**src/rtl/rram_pulse_seq_pkg.sv**
```systemverilog
// Shared types for the RRAM pulse sequencer: FSM states, operation modes, status codes.
// No logic here; timing and flow control live in the modules that import it.
// Consumers: rram_pulse_seq and its testbench.
package rram_pulse_seq_pkg;

    typedef enum logic [3:0] {
        S_IDLE,
        S_SETUP,
        S_PULSE,
        S_HOLD,
        S_CP_BL,
        S_CP_GAP,
        S_CP_WL,
        S_RDWAIT,
        S_DONE
    } state_e;

    typedef enum logic [1:0] {
        MODE_WRITE  = 2'd0,
        MODE_READ   = 2'd1,
        MODE_CPULSE = 2'd2,
        MODE_RSVD   = 2'd3
    } mode_e;

    localparam logic [1:0] STAT_OK    = 2'd0;
    localparam logic [1:0] STAT_ABORT = 2'd1;
    localparam logic [1:0] STAT_TMO   = 2'd2;

endpackage

```
**src/rtl/rram_phase_cnt.sv**
```systemverilog
// Loadable down-counter with zero flag; times every phase of the pulse sequencer.
// Latency: a load of N reads zero after N further clocks, so a phase lasts N+1 cycles.
// Backpressure: none; load wins over counting, and the count parks at zero.
module rram_phase_cnt #(
    parameter int W = 8
) (
    input  logic         clk,
    input  logic         rst_n,
    input  logic         load,
    input  logic [W-1:0] load_val,
    output logic         zero
);

    logic [W-1:0] cnt;

    always_ff @(posedge clk or negedge rst_n) begin
        if (!rst_n)
            cnt <= '0;
        else if (load)
            cnt <= load_val;
        else if (cnt != '0)
            cnt <= cnt - W'(1);
    end

    assign zero = (cnt == '0);

endmodule

```
**src/rtl/rram_pulse_seq.sv**
```systemverilog
// RRAM write/read/charge-pulse sequencer driving the array's analog controls.
// Latency: setup+pulse+hold phases (each programmed length + 1 cycles), then a 1-cycle done.
// Backpressure: req is only accepted in IDLE; read waits on sa_rdy up to 2^TMO_W cycles.
module rram_pulse_seq
    import rram_pulse_seq_pkg::*;
#(
    parameter int WORD_W = 48,
    parameter int ADDR_W = 16,
    parameter int CNT_W  = 8,
    parameter int BSL_W  = 5,
    parameter int WL_W   = 8,
    parameter int TMO_W  = 10
) (
    input  logic              clk,
    input  logic              rst_n,
    input  logic              req,
    input  logic [1:0]        mode,
    input  logic              set_rst_in,
    input  logic [ADDR_W-1:0] addr_in,
    input  logic [WORD_W-1:0] mask_in,
    input  logic [BSL_W-1:0]  bsl_cfg_in,
    input  logic [WL_W-1:0]   wl_cfg_in,
    input  logic [CNT_W-1:0]  setup_cyc,
    input  logic [CNT_W-1:0]  pw_cyc,
    input  logic [CNT_W-1:0]  hold_cyc,
    input  logic              all_dacs_on,
    input  logic              abort,
    input  logic              sa_rdy,
    input  logic [WORD_W-1:0] sa_do,
    output logic              busy,
    output logic              done,
    output logic [1:0]        status,
    output logic [WORD_W-1:0] rd_data,
    output logic              bl_en,
    output logic              sl_en,
    output logic              wl_en,
    output logic              we,
    output logic              aclk,
    output logic              sa_en,
    output logic              bsl_dac_en,
    output logic              wl_dac_en,
    output logic              bleed_en,
    output logic              read_dac_en,
    output logic [ADDR_W-1:0] rram_addr,
    output logic [WORD_W-1:0] di,
    output logic              set_rst,
    output logic [BSL_W-1:0]  bsl_dac_config,
    output logic [WL_W-1:0]   wl_dac_config
);

    state_e            state, state_n;
    mode_e             mode_q;
    logic [CNT_W-1:0]  setup_q, pw_q, hold_q;
    logic              accept, active;
    logic              ph_ld, ph_zero, tmo_ld, tmo_zero;
    logic [CNT_W-1:0]  ph_val;
    logic              abort_hit, tmo_hit, rd_cap;

    assign accept = (state == S_IDLE) && req && (mode != MODE_RSVD);
    assign active = (state != S_IDLE) && (state != S_DONE);

    rram_phase_cnt #(.W(CNT_W)) u_phase_cnt (
        .clk      (clk),
        .rst_n    (rst_n),
        .load     (ph_ld),
        .load_val (ph_val),
        .zero     (ph_zero)
    );

    // Second instance bounds the sense-amp wait: loaded all-ones gives 2^TMO_W cycles.
    rram_phase_cnt #(.W(TMO_W)) u_tmo_cnt (
        .clk      (clk),
        .rst_n    (rst_n),
        .load     (tmo_ld),
        .load_val ({TMO_W{1'b1}}),
        .zero     (tmo_zero)
    );

    always_ff @(posedge clk or negedge rst_n) begin
        if (!rst_n)
            state <= S_IDLE;
        else
            state <= state_n;
    end

    always_ff @(posedge clk or negedge rst_n) begin
        if (!rst_n) begin
            mode_q         <= MODE_WRITE;
            set_rst        <= 1'b0;
            rram_addr      <= '0;
            di             <= '0;
            bsl_dac_config <= '0;
            wl_dac_config  <= '0;
            setup_q        <= '0;
            pw_q           <= '0;
            hold_q         <= '0;
        end else if (accept) begin
            mode_q         <= mode_e'(mode);
            set_rst        <= set_rst_in;
            rram_addr      <= addr_in;
            di             <= (mode == MODE_READ) ? '0 : ~(mask_in ^ {WORD_W{set_rst_in}});
            bsl_dac_config <= bsl_cfg_in;
            wl_dac_config  <= wl_cfg_in;
            setup_q        <= setup_cyc;
            pw_q           <= pw_cyc;
            hold_q         <= hold_cyc;
        end
    end

    always_ff @(posedge clk or negedge rst_n) begin
        if (!rst_n) begin
            status  <= STAT_OK;
            rd_data <= '0;
        end else begin
            if (accept)
                status <= STAT_OK;
            else if (abort_hit)
                status <= STAT_ABORT;
            else if (tmo_hit)
                status <= STAT_TMO;
            if (rd_cap)
                rd_data <= sa_do;
        end
    end

    always_comb begin
        state_n   = state;
        ph_ld     = 1'b0;
        ph_val    = '0;
        tmo_ld    = 1'b0;
        abort_hit = 1'b0;
        tmo_hit   = 1'b0;
        rd_cap    = 1'b0;
        case (state)
            S_IDLE: if (accept) begin
                ph_ld = 1'b1;
                if (mode == MODE_CPULSE) begin
                    state_n = S_CP_BL;
                    ph_val  = pw_cyc;
                end else begin
                    state_n = S_SETUP;
                    ph_val  = setup_cyc;
                end
            end
            S_SETUP: if (ph_zero) begin
                if (mode_q == MODE_WRITE) begin
                    state_n = S_PULSE;
                    ph_ld   = 1'b1;
                    ph_val  = pw_q;
                end else begin
                    state_n = S_RDWAIT;
                    tmo_ld  = 1'b1;
                end
            end
            S_PULSE: if (ph_zero) begin
                state_n = S_HOLD;
                ph_ld   = 1'b1;
                ph_val  = hold_q;
            end
            S_HOLD:  if (ph_zero) state_n = S_DONE;
            S_CP_BL: if (ph_zero) state_n = S_CP_GAP;
            S_CP_GAP: begin
                state_n = S_CP_WL;
                ph_ld   = 1'b1;
                ph_val  = pw_q;
            end
            S_CP_WL: if (ph_zero) state_n = S_DONE;
            S_RDWAIT: begin
                if (sa_rdy) begin
                    state_n = S_HOLD;
                    ph_ld   = 1'b1;
                    ph_val  = hold_q;
                    rd_cap  = 1'b1;
                end else if (tmo_zero) begin
                    state_n = S_DONE;
                    tmo_hit = 1'b1;
                end
            end
            S_DONE:  state_n = S_IDLE;
            default: state_n = S_IDLE;
        endcase
        // Abort overrides any transition chosen above, including a read capture.
        if (abort && active) begin
            state_n   = S_DONE;
            abort_hit = 1'b1;
            rd_cap    = 1'b0;
            tmo_hit   = 1'b0;
            ph_ld     = 1'b0;
            tmo_ld    = 1'b0;
        end
    end

    always_comb begin
        bl_en = 1'b0;
        sl_en = 1'b0;
        wl_en = 1'b0;
        we    = 1'b0;
        aclk  = 1'b0;
        sa_en = 1'b0;
        case (state)
            S_SETUP, S_HOLD: begin
                bl_en = 1'b1; sl_en = 1'b1; wl_en = 1'b1;
            end
            S_PULSE: begin
                bl_en = 1'b1; sl_en = 1'b1; wl_en = 1'b1; we = 1'b1; aclk = 1'b1;
            end
            S_RDWAIT: begin
                bl_en = 1'b1; sl_en = 1'b1; wl_en = 1'b1; sa_en = 1'b1;
            end
            S_CP_BL:  begin bl_en = 1'b1; sl_en = 1'b1; we = 1'b1; end
            S_CP_GAP: begin sl_en = 1'b1; we = 1'b1; end
            S_CP_WL:  begin sl_en = 1'b1; wl_en = 1'b1; we = 1'b1; end
            default: ;
        endcase
    end

    assign busy        = (state != S_IDLE);
    assign done        = (state == S_DONE);
    assign bsl_dac_en  = all_dacs_on | (active && mode_q != MODE_READ);
    assign wl_dac_en   = all_dacs_on | (active && mode_q != MODE_READ);
    assign bleed_en    = all_dacs_on | (active && mode_q == MODE_READ);
    assign read_dac_en = all_dacs_on | (active && mode_q == MODE_READ);

endmodule

```
**config.mk**
```make
export PLATFORM = sky130hd
export DESIGN_NAME = rram_pulse_seq
export DESIGN_NICKNAME = d
export VERILOG_FILES = /design/src/rtl/rram_pulse_seq_pkg.sv /design/src/rtl/rram_phase_cnt.sv /design/src/rtl/rram_pulse_seq.sv
export SDC_FILE = /design/constraint.sdc
export NUM_CORES = 1
export LEC_CHECK = 0
export CORE_ASPECT_RATIO = 0.9
export CORE_MARGIN = 2
export CORE_UTILIZATION = 35
export DETAILED_ROUTE_END_ITERATION = 8
export MAX_ROUTING_LAYER = met4
export PLACE_DENSITY = 0.65
export SYNTH_ARGS = -nofsm -noshare
export SYNTH_HDL_FRONTEND = slang
export SYNTH_SLANG_ARGS = --single-unit
```
**constraint.sdc**
```tcl
create_clock -name clk -period 2.65 [get_ports clk]
set_input_delay 0.3975 -clock clk [delete_from_list [all_inputs] [get_ports clk]]
set_output_delay 0.3975 -clock clk [all_outputs]
set_load 0.01 [all_outputs]
```
==> results of run 1 <==
==> registers in the layout, summed over array words and instances (netlist names) <==
signal / count
bsl_dac_config: 5
di: 48
hold_q: 8
mode_q: 2
pw_q: 8
rd_data: 48
rram_addr: 16
set_rst: 1
state: 4
status: 2
u_phase_cnt.cnt: 8
u_tmo_cnt.cnt: 10
wl_dac_config: 8
==> layout by cell type, fill, tap and decap left out, drive strengths merged, types with 2 or more instances in the layout <==
cell           instances
nor2                  25
mux2                  95
o21a                   2
nor2b                 10
inv                   15
o211a                  2
o211ai                 5
dfrtp                168
nor3                   8
nor4                   3
nor3b                  2
nand3                  8
buf                   27
nand4                  3
a21oi                 16
and2                   2
a211oi                 2
nand2b                 4
o21ai                 28
bufinv                 2
nand2                 77
xor2                  54
mux2i                 11
or4b                   2
o41ai                  3
o31ai                 25
clkbuf                19
clkinvlp               5
or4                    2
a221oi                 7
ha                     3
nor4b                  3
clkdlybuf4s50        294
or3                    2
xnor2                  4
==> power breakdown <==
group / total (W) / internal (W) / switching, W
clock: 0.00249 / 0.00142 / 0.00107
sequential: 0.00425 / 0.00361 / 0.000648
combinational: 0.00479 / 0.00273 / 0.00206
total: 0.0115 / 0.00776 / 0.00377
==> routing by layer <==
layer | up-vias | track usage, % | wire, um
li1 | 2811 | - | -
met1 | 2787 | 23.8 | 9160
met2 | 256 | 29.9 | 9800
met3 | 22 | 6.07 | 1930
met4 | 0 | 5.36 | 286
met5 | - | - | 0
==> logic make-up (layout without fill, tap and decap cells) <==
family | Yosys count | count (layout)
compound gates | 96 | 96
buf+inv | 50 | 365
fa+ha+maj | 3 | 3
simple gates | 154 | 154
mux | 106 | 106
xor+xnor | 58 | 58
flops | 168 | 168
==> worst max-delay path: stages (launching register included) <==
cell             delay [ps]
dfrtp_2                 450
buf_4                   160
nor3_2                  320
and2_1                  210
clkdlybuf4s50_1         610
==> path summary, 6_finish.rpt <==
| path | start | endpoint | slack (ps) |
|---|---|---|---|
| setup / recovery | state[1] | done | 70 |
| hold / removal | di[12] | di[12] | 480 |
| setup reg to reg | u_tmo_cnt.cnt[0] | state[1] | 160 |
| hold reg to reg | di[12] | di[12] | 480 |
| max in group asynchronous | rst_n | state[2] | 1370 |
| min in group asynchronous | rst_n | rd_data[14] | 540 |
==> stage by stage <==
step | TNS [ps] | utilization [%] | setup WS, ps
6_report | 0 | 55.2 | 68.2
5_1_grt | -13.8 | 55.2 | -13.8
4_1_cts | 0 | 55.1 | 14.9
3_5_place_dp | 0 | 52.2 | 221
3_3_place_gp | 0 | 52.2 | 316
2_1_floorplan | 0 | - | 397
==> cell type report <==
class / instances / share of cell area [%]
Timing Repair Buffer: 323 / 28.0
Clock buffer: 19 / 3.83
Tap cell: 286 / 3.09
Clock inverter: 12 / 1.22
Multi-Input combinational cell: 417 / 27.1
Inverter: 11 / 0.357
Sequential cell: 168 / 36.4
==> repair_timing <==
item,in CTS,in global routing
hold buffers,1,0
hold endpoints to repair,52,0
setup endpoints to repair,4,5
gates cloned,0,0
buffers inserted,0,3
gates resized for setup,2,5
==> results.toml, run 1 <==
[outcome]
status = "completed"

[logic_synthesis]
syn-instance-count = 635
synth-simple-area-share_pct = 9.55
synth-compound-area-share_pct = 8.91
syn-cell-area_mm2 = 0.00752
synth_area_leader_cell = "dfrtp_1"
synth_top_family_by_area = "multiplexers"
syn-num-nets = 796
ys_seq_elements = 168
ys_warn_count = 0
synth_edf_count = 0
yosys.area.top_type_share_pct = 55.9
synth_commonest_cells = "dfrtp_1, mux2_2, nand2_1, xor2_1, clkbuf_1"
synth_xor_area_share_pct = 6.75
synth.area.top_cells = "dfrtp_1, mux2_2, xor2_1, nand2_1, o31ai_1"
synthArstFlopShare_pct = 100
synth_seq_area_share_pct = 55.9
synth.mux.area_fraction_pct = 15.7
synth.avg_cell_area_um2 = 11.8
synthFlopType = "dfrtp_1"
synthDistinctLibCells = 48
yosysMostFrequentCell = "dfrtp_1"
synthAdderAreaFrac_pct = 0.499

[worst_setup_path]
cp.required_ps = 2250
arrival_ps = 2180
r2r_cells = 7
crit_path_end_kind = "output pin"
worstSetupPathType = "reg -> out"
path_max_fanout = 6
startpoint_type = "register"

[cells_and_area]
antenna_cells = 0
seq_area_mm2 = 0.00421
nNetsFinal = 1099
drive_above_1_share_pct = 17.9
fin_cells = 1236
stdcell_area_mm2 = 0.0116
multi_input_area_mm2 = 0.00314
n_fill_cell = 1825
areaGrowthSynthToFinish_pct = 53.9

[cts]
cts_root_buf = "clkbuf_16"
cts_max_level = 4
clkLatencyLatePin_ps = 420
path_clk_slew_ps = 70
cts_buffers = 17
cts_tree = "built"
cts.sinks = 168
clock_path_buffers = 2

[grt]
overflow = 0
antenna_found_initial = 0
grt_pass1_wl_um = 32200
grt_max_degree = 78
grt_pass1_vias = 5946
grt_use_total_pct = 19.1

[floorplanning]
dieArea_mm2 = 0.0227
die_w_um = 159
dieHeight_um = 143
initial_utilization_pct = 35.9
core_mm2 = 0.0210
row_count = 50
ioPinCount = 298

[routing]
drt-initial-drc-count = 323
wirelength_um = 21200
drc = 0
vias_per_cell = 4.75
ant_nets = 0
wire_per_inst_um = 17.1
drt_pass1_iterations = 4
dr_total_vias = 5876

[timing]
finClkSkew_ps = 10.7
setup_viol = 0
max_slew_margin_pct = 60.2
hold_viol_final = 0
worst_pin_slew_ps = 597
hold_ws_ps = 478
max_freq_mhz = 387
slew_violations = 0
fin_crit_ps = 2580
rsz0062_at_grt = "true"
fin_crit_sh_pct = 97.4

[power]
total_power_w = 0.0115
vdd_ir_drop_max_v = 0.000563
p_per_area_mw_per_mm2 = 996
p_leak_nw = 5.05

[flow_run]
drv_cap = 0

[placement]
dp_cells = 1201
gp_congestion = 0.788
dp_hpwl_um = 15400
dpl_cell_area_mm2 = 0.0109
place.port_buffers = 297

[hold_path]
hold_path.class = "reg -> reg"
hold_depth = 2
No activity file was read; power rests on OpenSTA's default activity.
==> run 2, diff against run 1 <==
CAP_MARGIN = 25   (was default)
==> results of run 2 <==
No change in the layout: final DEF, timing and power equal those of run 1.
==> run 3, diff against run 2 <==
SKIP_CTS_REPAIR_TIMING = 1   (was default)
SLEW_MARGIN = 10   (was default)
==> run 3 against run 2 <==
  * First-iteration DRC count increased by 4.3%
  * Critical endpoint unchanged
  * Critical path depth stayed put
  * Highest routed layer unchanged
  * Maximum frequency is 0.23% lower
  * Utilization barely moved
  * Largest cell class unchanged
==> results.toml, run 3 (same netlist as run 1, synthesis figures left out) <==
[power]
pwr-share-clk_pct = 21.6
switching_share_pct = 32.7
switchingPower_w = 0.00378
seq_power_share_pct = 36.9
vdd_ir_drop_max_v = 0.000564
p_per_area_mw_per_mm2 = 997
power_frac_comb_pct = 41.5
p_int_w = 0.00777
total_power_w = 0.0115
p_leak_nw = 5.05

[cts]
cts_root_buf = "clkbuf_16"
cts_tree = "built"
cts_max_level = 4
clock_path_buffers = 2
cts.sinks = 168
path_clk_slew_ps = 70
cts_buffers = 17
clkLatencyLatePin_ps = 420

[worst_setup_path]
cp.required_ps = 2250
crit_path_end_kind = "output pin"
startpoint_type = "register"
worstSetupPathType = "reg -> out"
r2r_slack_ps = 160
path_max_fanout = 6
arrival_ps = 2190
r2r_start = "u_tmo_cnt.cnt[0]"
r2r-end = "state[1]"
r2r_cells = 7

[floorplanning]
die_w_um = 159
core_mm2 = 0.0210
dieHeight_um = 143
row_count = 50
ioPinCount = 298
initial_utilization_pct = 35.9
dieArea_mm2 = 0.0227

[grt]
grt_use_total_pct = 19.0
grt_max_degree = 78
overflow = 0
grt_pass1_vias = 5936
antenna_found_initial = 0
grt_pass1_wl_um = 32100

[outcome]
status = "completed"

[timing]
hold_ws_ps = 478
rsz0062_at_grt = "true"
setup_viol = 0
slew_violations = 0
worst_pin_slew_ps = 596
fin_crit_ps = 2590
max_slew_margin_pct = 60.3
fin_setup_tns_ps = 0
finClkSkew_ps = 9.82
fin_crit_sh_pct = 97.7
max_freq_mhz = 386
hold_viol_final = 0

[routing]
drt-initial-drc-count = 337
wire_per_inst_um = 17.2
drt_pass1_iterations = 6
dr_total_vias = 5878
wirelength_um = 21200
vias_per_cell = 4.76
ant_nets = 0
drc = 0

[flow_run]
drv_cap = 0

[cells_and_area]
final_core_util_pct = 55.3
drive_above_1_share_pct = 17.8
nNetsFinal = 1098
n_fill_cell = 1826
areaGrowthSynthToFinish_pct = 54.0
final_cell_mix = "clkdlybuf4s50_1, dfrtp_1, mux2_2, nand2_1, xor2_1"
fin_cells = 1235
antenna_cells = 0
layout_commonest_cell = "clkdlybuf4s50_1"
largestRegisters = "di (48), rd_data (48), rram_addr (16)"

[placement]
place.port_buffers = 297
gp_congestion = 0.788
dp_cells = 1201
dp_hpwl_um = 15400

[hold_path]
hold_path.startpoint = "di[25]"
hold_end = "di[25]"
hold_depth = 2
hold_path.class = "reg -> reg"
[run 3: changes by cell type in the layout (fill, tap and decap cells not counted)]
cell	previous run	this run
buf_12	6	7
buf_4	19	17
[run 3: per-layer routing]
layer | share of wire (%) | track usage [%] | vias up
met5 | 0 | - | -
met4 | 1.1 | 5.36 | 0
met3 | 9.3 | 6.16 | 17
met1 | 43 | 23.7 | 2799
li1 | - | - | 2811
met2 | 46 | 29.7 | 251
[run 3: final cells by class]
| cell class | count | area [um^2] | area share (%) |
|---|---|---|---|
| Multi-Input combinational cell | 417 | 3140 | 27.1 |
| Inverter | 11 | 41.3 | 0.356 |
| Clock buffer | 19 | 443 | 3.82 |
| Tap cell | 286 | 358 | 3.09 |
| Sequential cell | 168 | 4210 | 36.3 |
| Timing Repair Buffer | 322 | 3250 | 28.1 |
| Clock inverter | 12 | 141 | 1.22 |
[run 3: power groups by stage]
stage	Combinational, W	Sequential [W]	Clock, W
floorplan	0.00196	0.00450	0
global placement	0.00476	0.00425	0
detailed placement	0.00480	0.00428	0
CTS	0.00482	0.00426	0.00257
global route	0.00521	0.00439	0.00267
finish	0.00480	0.00426	0.00249
[run 3: how the worst max path moves through the flow]
stage                                 from       end  slack, ps  cells after the start
after floorplan           u_tmo_cnt.cnt[0]  state[1]        400                      7
after global placement    u_tmo_cnt.cnt[0]  state[1]        320                      7
after detailed placement  u_tmo_cnt.cnt[0]  state[1]        220                      7
after CTS                         state[1]      done       -150                      3
after global routing              state[1]      done        -20                      4
final                             state[1]      done         60                      4
[run 3: metrics by stage]
step           area (um^2)  worst slack [ps]
2_1_floorplan         7520               397
3_3_place_gp         10900               316
3_5_place_dp         10900               221
4_1_cts              11500              -147
5_1_grt              11600             -23.7
6_report             11600              62.2
[run 3: critical path, cell delays in order, from the launching register on]
cell and delay, ps:
dfrtp_2 470, buf_12 150, nor3_2 320, and2_1 210, clkdlybuf4s50_1 610
